==> config.mk <==
export PLATFORM = sky130hd
export DESIGN_NAME = clk_div_meter_flat
export DESIGN_NICKNAME = d
export VERILOG_FILES = /design/src/rtl/clk_div_meter_if.sv /design/src/rtl/clk_div_meter.sv /design/src/flat_wrapper.sv
export SDC_FILE = /design/constraint.sdc
export NUM_CORES = 1
export LEC_CHECK = 0
export BUFFER_PORTS_ARGS = -buffer_cell sky130_fd_sc_hd__buf_2
export CORE_MARGIN = 2
export CORE_UTILIZATION = 34
export DETAILED_ROUTE_END_ITERATION = 12
export MAX_ROUTING_LAYER = met4
export PLACE_DENSITY_LB_ADDON = 0.08
export REMOVE_ABC_BUFFERS = 1
export SLEW_MARGIN = 20
export SYNTH_ARGS = -nofsm -noshare
export SYNTH_HDL_FRONTEND = slang
export SYNTH_SLANG_ARGS = --single-unit
==> constraint.sdc <==
create_clock -name clk_i -period 2.2 [get_ports clk_i]
set_input_delay 0.55 -clock clk_i [delete_from_list [all_inputs] [get_ports clk_i]]
set_output_delay 0.55 -clock clk_i [all_outputs]
set_load 0.01 [all_outputs]
==> src/rtl/clk_div_meter_if.sv <==
// Control and result bundle for clk_div_meter: start request, expected
// period, and the registered measurement results.
interface clk_div_meter_if #(
    parameter int CNT_W = 10
);
    logic             start_i;
    logic [CNT_W-1:0] exp_period_i;
    logic             busy_o;
    logic             done_o;
    logic [CNT_W-1:0] period_o;
    logic [CNT_W-1:0] high_o;
    logic             match_o;
    logic             timeout_o;

    // Requester side: issues start and expected period, observes results.
    modport master (
        output start_i, exp_period_i,
        input  busy_o, done_o, period_o, high_o, match_o, timeout_o
    );

    // Meter side.
    modport slave (
        input  start_i, exp_period_i,
        output busy_o, done_o, period_o, high_o, match_o, timeout_o
    );
endinterface

==> src/rtl/clk_div_meter.sv <==
// Measures one rising-to-rising period and the high time of an asynchronous
// divided clock, in clk_i cycles, with a timeout so a stuck input never hangs.
module clk_div_meter #(
    parameter int CNT_W       = 10,
    parameter int TIMEOUT_CYC = 1000
) (
    input  logic            clk_i,
    input  logic            rst_n,
    input  logic            clk_div_i,
    clk_div_meter_if.slave  bus
);
    typedef enum logic [1:0] {IDLE, ARM, MEAS, DONE} state_e;

    // Last tcnt value still allowed in ARM/MEAS before aborting.
    localparam logic [CNT_W-1:0] TMO_LAST = CNT_W'(TIMEOUT_CYC - 1);

    state_e           state_q, state_d;
    logic             s1_q, s1_d, s2_q, s2_d, s3_q, s3_d;
    logic [CNT_W-1:0] cnt_q, cnt_d, hcnt_q, hcnt_d, tcnt_q, tcnt_d;
    logic [CNT_W-1:0] period_q, period_d, high_q, high_d;
    logic             match_q, match_d, timeout_q, timeout_d;
    logic             rise, tmo_hit;

    // Edge detect on the synchronized input; the synchronizer delay is the
    // same for both edges of a period, so it cancels out of the count.
    assign rise    = s2_q & ~s3_q;
    assign tmo_hit = (tcnt_q == TMO_LAST);

    // Next-state, counter and result computation.
    always_comb begin
        state_d   = state_q;
        s1_d      = clk_div_i;
        s2_d      = s1_q;
        s3_d      = s2_q;
        cnt_d     = cnt_q;
        hcnt_d    = hcnt_q;
        tcnt_d    = tcnt_q;
        period_d  = period_q;
        high_d    = high_q;
        match_d   = match_q;
        timeout_d = timeout_q;
        case (state_q)
            IDLE: begin
                if (bus.start_i) begin
                    state_d = ARM;
                    tcnt_d  = '0;
                end
            end
            ARM: begin
                // Rise is checked first so it wins over a same-cycle timeout.
                if (rise) begin
                    state_d = MEAS;
                    cnt_d   = CNT_W'(1);
                    hcnt_d  = CNT_W'(1);
                    tcnt_d  = '0;
                end else if (tmo_hit) begin
                    state_d   = DONE;
                    period_d  = '0;
                    high_d    = '0;
                    timeout_d = 1'b1;
                end else begin
                    tcnt_d = tcnt_q + CNT_W'(1);
                end
            end
            MEAS: begin
                if (rise) begin
                    state_d   = DONE;
                    period_d  = cnt_q;
                    high_d    = hcnt_q;
                    timeout_d = 1'b0;
                end else if (tmo_hit) begin
                    state_d   = DONE;
                    period_d  = '0;
                    high_d    = '0;
                    timeout_d = 1'b1;
                end else begin
                    cnt_d  = cnt_q + CNT_W'(1);
                    hcnt_d = hcnt_q + CNT_W'(s2_q);
                    tcnt_d = tcnt_q + CNT_W'(1);
                end
            end
            DONE: begin
                // exp_period_i is only looked at in this cycle.
                match_d = (period_q == bus.exp_period_i) & ~timeout_q;
                state_d = IDLE;
            end
        endcase
    end

    // State, synchronizer and result registers with async active-low reset.
    always_ff @(posedge clk_i or negedge rst_n) begin
        if (!rst_n) begin
            state_q   <= IDLE;
            s1_q      <= 1'b0;
            s2_q      <= 1'b0;
            s3_q      <= 1'b0;
            cnt_q     <= '0;
            hcnt_q    <= '0;
            tcnt_q    <= '0;
            period_q  <= '0;
            high_q    <= '0;
            match_q   <= 1'b0;
            timeout_q <= 1'b0;
        end else begin
            state_q   <= state_d;
            s1_q      <= s1_d;
            s2_q      <= s2_d;
            s3_q      <= s3_d;
            cnt_q     <= cnt_d;
            hcnt_q    <= hcnt_d;
            tcnt_q    <= tcnt_d;
            period_q  <= period_d;
            high_q    <= high_d;
            match_q   <= match_d;
            timeout_q <= timeout_d;
        end
    end

    assign bus.busy_o    = (state_q != IDLE);
    assign bus.done_o    = (state_q == DONE);
    assign bus.period_o  = period_q;
    assign bus.high_o    = high_q;
    assign bus.match_o   = match_q;
    assign bus.timeout_o = timeout_q;
endmodule

==> src/flat_wrapper.sv <==
// flat-port wrapper written by rule: the top's interface ports become plain ports
module clk_div_meter_flat 
#(
    parameter int CNT_W       = 10,
    parameter int TIMEOUT_CYC = 1000
)
  (clk_i, rst_n, clk_div_i, bus_start_i, bus_exp_period_i, bus_busy_o, bus_done_o, bus_period_o, bus_high_o, bus_match_o, bus_timeout_o);
  clk_div_meter_if #(.CNT_W(CNT_W)) bus_i ();
  input  logic clk_i;
  input  logic rst_n;
  input  logic clk_div_i;
  input wire logic [$bits(bus_i.start_i)-1:0] bus_start_i;
  input wire logic [$bits(bus_i.exp_period_i)-1:0] bus_exp_period_i;
  output wire logic [$bits(bus_i.busy_o)-1:0] bus_busy_o;
  output wire logic [$bits(bus_i.done_o)-1:0] bus_done_o;
  output wire logic [$bits(bus_i.period_o)-1:0] bus_period_o;
  output wire logic [$bits(bus_i.high_o)-1:0] bus_high_o;
  output wire logic [$bits(bus_i.match_o)-1:0] bus_match_o;
  output wire logic [$bits(bus_i.timeout_o)-1:0] bus_timeout_o;
  assign bus_i.start_i = bus_start_i;
  assign bus_i.exp_period_i = bus_exp_period_i;
  assign bus_busy_o = bus_i.busy_o;
  assign bus_done_o = bus_i.done_o;
  assign bus_period_o = bus_i.period_o;
  assign bus_high_o = bus_i.high_o;
  assign bus_match_o = bus_i.match_o;
  assign bus_timeout_o = bus_i.timeout_o;
  clk_div_meter #(.CNT_W(CNT_W), .TIMEOUT_CYC(TIMEOUT_CYC)) u_core (.clk_i(clk_i), .rst_n(rst_n), .clk_div_i(clk_div_i), .bus(bus_i));
endmodule
# Word-level counts from Yosys, hierarchy flattened
# Cells that the tools add are included.
[totals]
out_inout_bits = 24
register_bits = 57
wordCells = 64
[op_classes]
n_bitwise = 4
reduce_logical = 7
addsub = 3
n_mux = 29
n_eq_ne = 10
[op_table]
columns = ["op", "count"]
rows = [
  ["$mux W10", 15],
  ["$pmux W10 S2", 4],
  ["$pmux W10 S3", 1],
  ["$add A10 B1 Y10 const B", 2],
  ["$add A10 B1 Y10", 1],
  ["$eq A10 B10 Y1", 1],
  ["$eq A10 B10 Y1 const B", 1],
  ["$mux W2", 4],
  ["$ne A2 B2 Y1 const B", 4],
  ["$pmux W2 S4", 1],
  ["$eq A2 B2 Y1 const B", 2],
  ["$reduce_and A4 Y1", 1],
  ["$reduce_bool A2 Y1", 2],
  ["$mux W1", 3],
  ["$reduce_and A3 Y1", 1],
  ["$reduce_bool A3 Y1", 1],
  ["$and A1 B1 Y1", 2],
  ["$eq A2 B1 Y1 const B", 1],
  ["$logic_not A2 Y1", 1],
  ["$ne A2 B1 Y1 const B", 1],
  ["$not A1 Y1", 2],
  ["$pmux W1 S2", 1],
  ["$reduce_and A2 Y1", 1],
]

# Longest topological paths before layout
# Gate-level depths: netlist of run 1.
[depth]
ltp_word = 4
depth_mapped = 8
depth_no_buf = 6

# Worst setup path after synthesis of run 1
# Ideal clock, no wire load.
[synth_timing]
kind = "register -> register"
start = "register u_core.state_q[0]"
end = "register u_core.hcnt_q[0]"
stages_incl_launch_ff = 8
slack_ns = 0.409
setup_ns = 0.124
arrival_ns = 1.667
t_required_ns = 2.076
n_path_buf = 1
cell_sequence = "dfrtp_1 > inv_1 > ha_1 > nor2b_1 > buf_4 > nand2_1 > or4b_1 > o31a_1"
[synth_between]
elab_chain_cells = 3
[synth_lines]
columns = ["element", "line", "source"]
rows = [
  ["start: declaration", "clk_div_meter.sv:17", "state_e state_q, state_d;"],
  ["start signal: assignment", "clk_div_meter.sv:105", "state_q <= state_d;"],
  ["$eq A2 B2 Y1 or $eq A2 B1 Y1 (tied branches)", "clk_div_meter.sv:42", "case (state_q)"],
  ["$ne A2 B2 Y1 (no line) (tied with other cells)", "-", ""],
  ["$reduce_and A4 Y1 (no line)", "-", ""],
  ["end signal: assignment", "clk_div_meter.sv:110", "hcnt_q <= hcnt_d;"],
  ["end: declaration", "clk_div_meter.sv:19", "logic [CNT_W-1:0] cnt_q, cnt_d, hcnt_q, hcnt_d, tcnt_q, tcnt_d;"],
]
# Parallel ways exist; a longest one is shown, timed or not.
# A chain may end at the register's enable or synchronous reset.

# Final worst setup path of run 1
[layout_timing]
start = "register u_core.tcnt_q[1]"
end = "register u_core.cnt_q[9]"
[layout_between]
elab_chain_cells = 3
[layout_lines]
columns = ["element", "line", "source"]
rows = [
  ["start: declaration", "clk_div_meter.sv:19", ""],
  ["start signal: assignment", "clk_div_meter.sv:111", "tcnt_q <= tcnt_d;"],
  ["$eq A10 B10 Y1", "clk_div_meter.sv:27", "assign tmo_hit = (tcnt_q == TMO_LAST);"],
  ["$ne A2 B2 Y1 (no line)", "-", ""],
  ["$reduce_and A4 Y1 (no line)", "-", ""],
  ["end signal: assignment", "clk_div_meter.sv:109", "cnt_q <= cnt_d;"],
  ["end: declaration", "clk_div_meter.sv:19", ""],
]
# Every way passes these cells.

==> impl_metrics.ini, run 1 <==
[outcome]
status = completed

[clocking]
post_cts_buffers = 0
htree_levels = 3
cts_buffers = 9
numClockSinks = 57
path_clk_slew_ns = 0.07
clk_path_buf_depth = 2
root_buffer = clkbuf_8
tritoncts = yes
worstSkewPairLatency_ns = 0.33

[worst_hold_path]
hold_class = in -> async

[critical_path]
crit_start = u_core.tcnt_q[1]
critPathArrivalTime_ns = 2.27
cp-end-kind = register
r2r-end = u_core.cnt_q[9]
worst-r2r-cell-count = 7
r2r_start = u_core.tcnt_q[1]
crit_end = u_core.cnt_q[9]
path_max_fanout = 11
worstPathRequired_ns = 2.42
r2r_slack_ns = 0.15
crit_type = reg -> reg
worstSetupStartpointType = register

[power_and_ir_drop]
p_comb_frac = 0.337
p_switching_mw = 1.25
swShare = 0.355
vdd_drop_max_mv = 0.312
power_density_nw_per_um2 = 939
clkPwrFrac = 0.289
p_total_mw = 3.51
p_int_mw = 2.26
p_leak_nw = 1.66
seqPwrFrac = 0.374

[grt]
grt_pass1_vias = 2482
grt_max_degree = 58
antenna_found_initial = 0
grt_pass1_wl_mm = 12.6
grtUsageTotal = 0.166
overflow = 0

[logic_synthesis]
synth_area_per_cell_um2 = 9.87
yosysWarnings = 0
synth_flop_cell = dfrtp_1
yosysSeqAreaShare = 0.457
synth_edf_count = 0
syn-cell-area_um2 = 3120
synth.distinct_cells = 48
ys_async_sr_fraction = 1.00
ys_ff_latch = 57
postSynthCellCount = 316

[finish]
fill_cells = 871
syn_to_final_growth_pct = 19.7
num_antenna_cells = 0
layout_common_cells = dfrtp_1, buf_2, a21oi_1
drive_gt1_frac = 0.208
nNetsFinal = 388
utilization = 0.424
final_common_cell = dfrtp_1

[placement]
hpwlAfterDp_mm = 5.23
port_buffers = 37
place_congestion = 0.793

[sta]
slew_viol_final = 0
final-setup-viol-count = 0
timing.final.crit_share = 0.933
clock.fmax_mhz = 487
period_minus_slack_ns = 2.05
finalSetupTns_ns = 0
finalHoldViolations = 0
worst_slew_pin_slew_ns = 0.646
holdWs_ns = 0.211
relSlewSlack = 0.569
rsz0062_at_grt = no
finClkSkew_ns = 0.0101

[die]
die_w_um = 99.8
initial_core_util = 0.354
die-area_um2 = 9960
num_io_pins = 38
die_h_um = 99.8
row_count = 34
core_um2 = 8810

[route]
drt-vias-per-instance = 5.44
drc = 0
ant_nets = 0
drtIter0Drc = 118
routedWlPerCell_um = 15.8
route.vias.total = 2599
firstDrtPassIters = 5
routed_wl_mm = 7.57

[run]
cap_violations = 0
-- worst max-delay path: stages, from the launching register on --
cell	delay, ns
dfrtp_1	0.39
ha_1	0.22
nand4_1	0.18
nor4_4	0.55
buf_4	0.27
nor4_1	0.08
buf_4	0.14
mux2i_1	0.10
-- state kept, by name, summed over array words and instances, names as in the netlist --
| register | flops |
|---|---|
| u_core.bus.high_o | 10 |
| u_core.s3_q | 1 |
| u_core.cnt_q | 10 |
| u_core.s1_q | 1 |
| u_core.hcnt_q | 10 |
| u_core.bus.timeout_o | 1 |
| u_core.bus.match_o | 1 |
| u_core.state_q | 2 |
| u_core.s2_q | 1 |
| u_core.tcnt_q | 10 |
| u_core.bus.period_o | 10 |
-- metrics by stage --
stage               instances  instance area (um2)  setup slack (ns)
finish                    478                 3730             0.148
global route              478                 3730           0.00307
CTS                       478                 3720            0.0154
detailed placement        462                 3510            0.0258
global placement          462                 3510            0.0624
floorplan                 299                 3030            -0.636
-- layout make-up --
type / instances / area [um2] / area share
Sequential cell: 57 / 1430 / 0.382
Clock buffer: 15 / 206 / 0.0553
Multi-Input combinational cell: 237 / 1610 / 0.431
Inverter: 5 / 18.8 / 0.00503
Tap cell: 108 / 135 / 0.0362
Timing Repair Buffer: 55 / 333 / 0.0891
Clock inverter: 1 / 5.00 / 0.00134
-- cells by family after synthesis --
family | count (synthesis) | synth area share
buffers and inverters | 22 | 0.0345
multiplexers | 13 | 0.0421
XOR/XNOR | 10 | 0.0281
AO/OA/AOI/OAI | 86 | 0.186
adder cells (fa/ha/maj) | 9 | 0.0361
AND/OR/NAND/NOR | 119 | 0.216
flip-flops | 57 | 0.457
-- power groups by stage --
stage	Sequential, mW	Clock (mW)	Combinational [mW]
global route	1.33	1.10	1.31
detailed placement	1.33	0	1.18
finish	1.31	1.01	1.18
global placement	1.33	0	1.17
floorplan	1.33	0	0.711
CTS	1.31	1.04	1.18
-- worst min-delay path by stage --
stage / end / cells after the start / slack [ns] / startpoint
floorplan: u_core.bus.high_o[0] / 0 / 0.25 / rst_n
global placement: u_core.s2_q / 0 / 0.34 / u_core.s1_q
detailed placement: u_core.s2_q / 0 / 0.35 / u_core.s1_q
CTS: u_core.bus.period_o[4] / 2 / 0.22 / rst_n
global route: u_core.cnt_q[4] / 2 / 0.23 / rst_n
finish: u_core.cnt_q[4] / 2 / 0.21 / rst_n
-- Yosys cell counts, types with 3 or more instances --
| master | instances | area (um2) |
|---|---|---|
| inv_1 | 5 | 18.8 |
| nor3_1 | 8 | 40.0 |
| dfrtp_1 | 57 | 1430 |
| nand4_1 | 8 | 50.1 |
| buf_2 | 5 | 25.0 |
| o2bb2ai_1 | 21 | 184 |
| nor4_1 | 5 | 31.3 |
| xnor2_1 | 5 | 43.8 |
| a22o_1 | 3 | 26.3 |
| nand2_1 | 19 | 71.3 |
| and4_1 | 4 | 35.0 |
| nand3_1 | 13 | 65.1 |
| a31oi_1 | 3 | 18.8 |
| nor2b_1 | 23 | 144 |
| and3_1 | 4 | 25.0 |
| a21oi_1 | 26 | 130 |
| or3_1 | 6 | 37.5 |
| ha_1 | 9 | 113 |
| xor2_1 | 5 | 43.8 |
| clkbuf_1 | 8 | 30.0 |
| buf_4 | 3 | 22.5 |
| o21ai_1 | 7 | 35.0 |
| o31ai_1 | 4 | 30.0 |
| a21o_1 | 4 | 30.0 |
| nor3b_1 | 3 | 22.5 |
| o21ai_0 | 7 | 35.0 |
| nor2_1 | 15 | 56.3 |
| mux2i_1 | 12 | 120 |
-- per-layer routing --
| metal | routed length [um] | track usage | vias up |
|---|---|---|---|
| met1 | 3700 | 0.219 | 1265 |
| met2 | 3550 | 0.256 | 51 |
| li1 | - | - | 1274 |
| met5 | 0 | - | - |
| met4 | 71 | 0.0527 | 0 |
| met3 | 251 | 0.0376 | 9 |
-- repair_timing --
action | CTS | global route
hold buffers | 0 | 0
gates resized for setup | 0 | 2
endpoints found under the setup margin | 0 | 10
(Power assumes the default switching activity.)
==> inputs of run 2 (changes only) <==
--- a/config.mk
+++ b/config.mk
@@ -5,6 +5,7 @@
 export SDC_FILE = /design/constraint.sdc
 export NUM_CORES = 1
 export LEC_CHECK = 0
+export ABC_AREA = 1
 export BUFFER_PORTS_ARGS = -buffer_cell sky130_fd_sc_hd__buf_2
 export CORE_MARGIN = 2
 export CORE_UTILIZATION = 34
@@ -12,7 +13,6 @@
 export MAX_ROUTING_LAYER = met4
 export PLACE_DENSITY_LB_ADDON = 0.08
 export REMOVE_ABC_BUFFERS = 1
-export SLEW_MARGIN = 20
 export SYNTH_ARGS = -nofsm -noshare
 export SYNTH_HDL_FRONTEND = slang
 export SYNTH_SLANG_ARGS = --single-unit
==> run 2 against run 1 <==
Clock-buffer cell count fell by 2. Via count rose by 8.5%. Largest power group is now combinational cells. Largest cell class unchanged. Cell count rose by 22%. Cell area fell by 1.1%. Fmax rose by 5.5%. Power rose by 17%. Register-to-register slack improved by 0.11 ns.
==> impl_metrics.ini, run 2 <==
[critical_path]
critPathArrivalTime_ns = 2.21
worst-r2r-cell-count = 10
r2r_slack_ns = 0.25
crit_type = reg -> reg
worstPathRequired_ns = 2.47
path_max_fanout = 11
r2r_start = u_core.state_q[0]
r2r-end = u_core.tcnt_q[1]
cp-end-kind = register
worstSetupStartpointType = register

[sta]
slew_viol_final = 0
rsz0062_at_grt = no
relSlewSlack = 0.695
worst_slew_pin_slew_ns = 0.457
final-setup-viol-count = 0
clock.fmax_mhz = 514
finalHoldViolations = 0
timing.final.crit_share = 0.884
holdWs_ns = 0.196
finClkSkew_ns = 0.0120
period_minus_slack_ns = 1.95
setup_ws_ns = 0.254

[logic_synthesis]
syn-cell-area_um2 = 3220
postSynthCellCount = 425
synth_edf_count = 0
ys_async_sr_fraction = 1.00
yosysSeqAreaShare = 0.443
yosysWarnings = 0
synth_largest_type_area_fraction = 0.443
post-synth-top-count-cell = nand2_1
synth_flop_cell = dfrtp_1
yosys.area.top_type = dfrtp_1
synthTopCellsByArea = dfrtp_1, nand2_1, o21ai_0
synth.distinct_cells = 32
synth_area_per_cell_um2 = 7.58
ys_top_cells_by_count = nand2_1, dfrtp_1, inv_1, nor2_1, o21ai_0
ys_ff_latch = 57

[route]
routed_wl_mm = 7.45
route.vias.total = 2819
drc = 0
ant_nets = 0
routedWlPerCell_um = 12.8
firstDrtPassIters = 4
drt-vias-per-instance = 4.84
drtIter0Drc = 112

[run]
cap_violations = 0

[die]
die_h_um = 101
initial_core_util = 0.350
row_count = 35
die_w_um = 101
die-area_um2 = 10300
num_io_pins = 38
core_um2 = 9200

[outcome]
status = completed

[clocking]
root_buffer = clkbuf_8
numClockSinks = 57
worstSkewPairLatency_ns = 0.34
post_cts_buffers = 0
cts_resized = 0
cts_buffers = 9
clk_path_buf_depth = 2
postCtsHoldBufs = 0
path_clk_slew_ns = 0.06
htree_levels = 3
tritoncts = yes

[finish]
multi_input_area_um2 = 1510
instances_no_fill = 582
final_common_cell = nand2_1
syn_to_final_growth_pct = 14.6
seqCellArea_um2 = 1430
drive_gt1_frac = 0.157
num_antenna_cells = 0
utilization = 0.401
fill_cells = 978
nNetsFinal = 489
layout_common_cells = nand2_1, dfrtp_1, inv_1, nor2_1, buf_2

[placement]
port_buffers = 37
dp_cells = 566
pre_cts_ws_ns = 0.255
place_congestion = 0.843
hpwlAfterDp_mm = 5.17

[worst_hold_path]
hold_class = in -> async

[power_and_ir_drop]
power_density_nw_per_um2 = 1110
vdd_drop_max_mv = 0.458
p_leak_nw = 1.82

[grt]
overflow = 0
grt_max_degree = 58
antenna_found_initial = 0
grt_pass1_wl_mm = 12.9
grt_pass1_vias = 2760
grtUsageTotal = 0.166
[run 2: changes by cell type in the layout (fill, tap and decap cells not counted), moves of 5 or more]
cell	before	now
mux2i_1	12	0
nor2b_1	22	0
inv_1	5	45
nor2_1	15	45
nand3_1	13	34
o21ai_0	7	35
o21ai_1	7	13
nor4_1	5	0
o2bb2ai_1	21	0
buf_4	17	8
or3_1	6	0
nand2_1	19	98
[run 2: cells by family (layout without fill, tap and decap cells)]
| group | after synthesis | in the layout | synth area share |
|---|---|---|---|
| AOI/OAI and AO/OA | 80 | 80 | 0.127 |
| DFF | 57 | 57 | 0.443 |
| xor gates and xnor gates | 10 | 10 | 0.0272 |
| adders and majority gates | 9 | 9 | 0.0350 |
| and+or+nand+nor | 205 | 205 | 0.279 |
| buffers and inverters | 64 | 110 | 0.0893 |
[run 2: critical path, stage by stage (launching register included)]
cell     delay, ns
dfrtp_1       0.40
inv_1         0.11
ha_1          0.22
inv_1         0.11
or2_1         0.18
nand2_1       0.11
nor2_2        0.38
nand2_1       0.16
nand2_1       0.09
nand2_1       0.04
nor2_1        0.08
[run 2: per-stage QoR]
stage | instance area, um2 | total power [mW] | setup TNS [ns]
2_1_floorplan | 3110 | 2.61 | -9.13
3_3_place_gp | 3520 | 3.22 | 0
3_5_place_dp | 3520 | 3.26 | 0
4_1_cts | 3690 | 4.18 | 0
5_1_grt | 3690 | 4.50 | 0
6_report | 3690 | 4.09 | 0
[run 2: worst max-delay path by stage]
stage,start,to,cells past startpoint
2_1_floorplan,u_core.state_q[0],u_core.bus.timeout_o,6
3_3_place_gp,u_core.state_q[1],u_core.tcnt_q[1],9
3_5_place_dp,u_core.state_q[0],u_core.tcnt_q[1],10
4_1_cts,u_core.state_q[0],u_core.tcnt_q[1],10
5_1_grt,u_core.state_q[1],u_core.tcnt_q[1],9
6_report,u_core.state_q[0],u_core.tcnt_q[1],10
[run 2: cell type report]
type	count	share of cell area
sequential	57	0.386
clock buffer	13	0.0430
multi-input combinational	304	0.408
tap	111	0.0376
inverter	48	0.0488
timing repair buffer	46	0.0718
clock inverter	3	0.00407
[run 2: where the power goes]
part | total (mW) | switching [mW] | internal, mW
clock network | 0.875 | 0.411 | 0.465
registers | 1.54 | 0.224 | 1.32
logic | 1.68 | 1.08 | 0.601
total | 4.09 | 1.71 | 2.38
[run 2: per-layer routing]
layer	global-route usage	wire length (um)	vias up
li1	-	-	1453
met3	0.0400	262	11
met4	0.0686	135	0
met2	0.247	3180	59
met5	-	0	-
met1	0.218	3880	1296
==> inputs of run 3 (changes only) <==
--- a/config.mk
+++ b/config.mk
@@ -9,6 +9,7 @@
 export BUFFER_PORTS_ARGS = -buffer_cell sky130_fd_sc_hd__buf_2
 export CORE_MARGIN = 2
 export CORE_UTILIZATION = 34
+export CTS_BUF_LIST = sky130_fd_sc_hd__clkbuf_8 sky130_fd_sc_hd__clkbuf_16
 export DETAILED_ROUTE_END_ITERATION = 12
 export MAX_ROUTING_LAYER = met4
 export PLACE_DENSITY_LB_ADDON = 0.08
==> run 3 against run 2 <==
Die area unchanged. Combinational power about the same. Clock-buffer cell count down 2. Critical path type unchanged. Largest cell class unchanged. Largest power group unchanged.
==> impl_metrics.ini, run 3 (synthesis gave the netlist of run 2 again) <==
[outcome]
status = completed

[sta]
rsz0062_at_grt = no
period_minus_slack_ns = 1.94
finClkSkew_ns = 0.0129
final-setup-viol-count = 0
slew_viol_final = 0
worst_slew_pin_slew_ns = 0.455
finalHoldViolations = 0
relSlewSlack = 0.696
timing.final.crit_share = 0.883
clock.fmax_mhz = 515

[power_and_ir_drop]
power_density_nw_per_um2 = 1110
vdd_drop_max_mv = 0.458
p_leak_nw = 1.83
p_total_mw = 4.09

[grt]
busiest_layer = met2
grt_use_met2 = 0.246
globalRouteMet1Util = 0.218
grt_pass1_vias = 2767
antenna_found_initial = 0
grtUsageTotal = 0.166
overflow = 0
grt_pass1_wl_mm = 12.9
grt_util_met3 = 0.0400
grt_max_degree = 58

[critical_path]
crit_slowest_cell = dfrtp_1
cp_cell_sequence = inv_1, ha_1, inv_1, or2_1, nand2_1, nor2_2, nand2_1, nand2_1, nand2_1, nor2_1
worstSetupStartpointType = register
worst-r2r-cell-count = 10
crit_type = reg -> reg
worstSetupPathDepth = 10
cp_common_cell = nand2_1
path_max_fanout = 11
path_buf_inv = 2
slowest_delay_ns = 0.40
cp-end-kind = register
crit_family = simple AND/OR/NAND/NOR gates
worstPathRequired_ns = 2.47
critPathArrivalTime_ns = 2.21

[finish]
syn_to_final_growth_pct = 14.6
design_area_um2 = 3690
drive_gt1_frac = 0.157
layout_common_cells = nand2_1, dfrtp_1, inv_1
num_antenna_cells = 0
final_common_cell = nand2_1
nNetsFinal = 489

[clocking]
post_cts_buffers = 0
postCtsHoldBufs = 0
cts_buffers = 9
numClockSinks = 57
tritoncts = yes
path_clk_slew_ns = 0.06
htree_levels = 3
clk_path_buf_depth = 2
cts_resized = 0
root_buffer = clkbuf_8
worstSkewPairLatency_ns = 0.35

[route]
routedWlPerCell_um = 12.8
firstDrtPassIters = 4
drc = 0
route.vias.total = 2837
routed_wl_mm = 7.47
ant_nets = 0
drtIter0Drc = 109
drt-vias-per-instance = 4.87

[run]
cap_violations = 0

[die]
die-area_um2 = 10300
die_w_um = 101
core_um2 = 9200
row_count = 35
die_h_um = 101
initial_core_util = 0.350
num_io_pins = 38

[placement]
port_buffers = 37
place_congestion = 0.843
dpl_cell_area_um2 = 3520
hpwlAfterDp_mm = 5.17

[worst_hold_path]
hold_class = in -> async
## run 3: layer usage
metal / wire (um) / vias to the layer above
li1: - / 1455
met3: 277 / 16
met5: 0 / -
met1: 3840 / 1302
met2: 3180 / 64
met4: 164 / 0
## run 3: path summary, 6_finish.rpt
path,to,from,slack [ns]
worst min-delay path,u_core.bus.period_o[0],rst_n,0.20
worst max register to register,u_core.tcnt_q[1],u_core.state_q[0],0.26
worst min register to register,u_core.s2_q,u_core.s1_q,0.35
max in group asynchronous,u_core.bus.period_o[8],rst_n,1.73
worst max-delay path,u_core.tcnt_q[1],u_core.state_q[0],0.26
min in group clk_i,u_core.s1_q,clk_div_i,0.31
## run 3: cell type report
cell class,instances,area (um2)
inverter,48,180
clock inverter,5,22.5
multi-input combinational,304,1510
sequential,57,1430
tap,111,139
clock buffer,11,151
timing repair buffer,46,265
fill,978,5500
## run 3: worst register-to-register path, stage by stage, from the launching register on
cell and delay [ns]:
dfrtp_1 0.40, inv_1 0.11, ha_1 0.23, inv_1 0.11, or2_1 0.18, nand2_1 0.11
nor2_2 0.37, nand2_1 0.16, nand2_1 0.09, nand2_1 0.04, nor2_1 0.08
## run 3: power by group
| group | internal (mW) | total [mW] | leakage [nW] | switching [mW] |
|---|---|---|---|---|
| Combinational | 0.601 | 1.68 | 0.990 | 1.08 |
| Clock | 0.455 | 0.869 | 0.101 | 0.414 |
| Sequential | 1.32 | 1.54 | 0.741 | 0.225 |
| Total | 2.37 | 4.09 | 1.83 | 1.72 |
## run 3: through the flow
stage          setup slack [ns]   util  setup TNS (ns)  instances  hold WS [ns]
2_1_floorplan            -0.490      -           -9.13        409         0.254
3_3_place_gp              0.291  0.383               0        566         0.335
3_5_place_dp              0.255  0.383               0        566         0.338
4_1_cts                   0.235  0.401               0        582         0.207
5_1_grt                  0.0297  0.401               0        582         0.213
6_report                  0.256  0.401               0        582         0.197
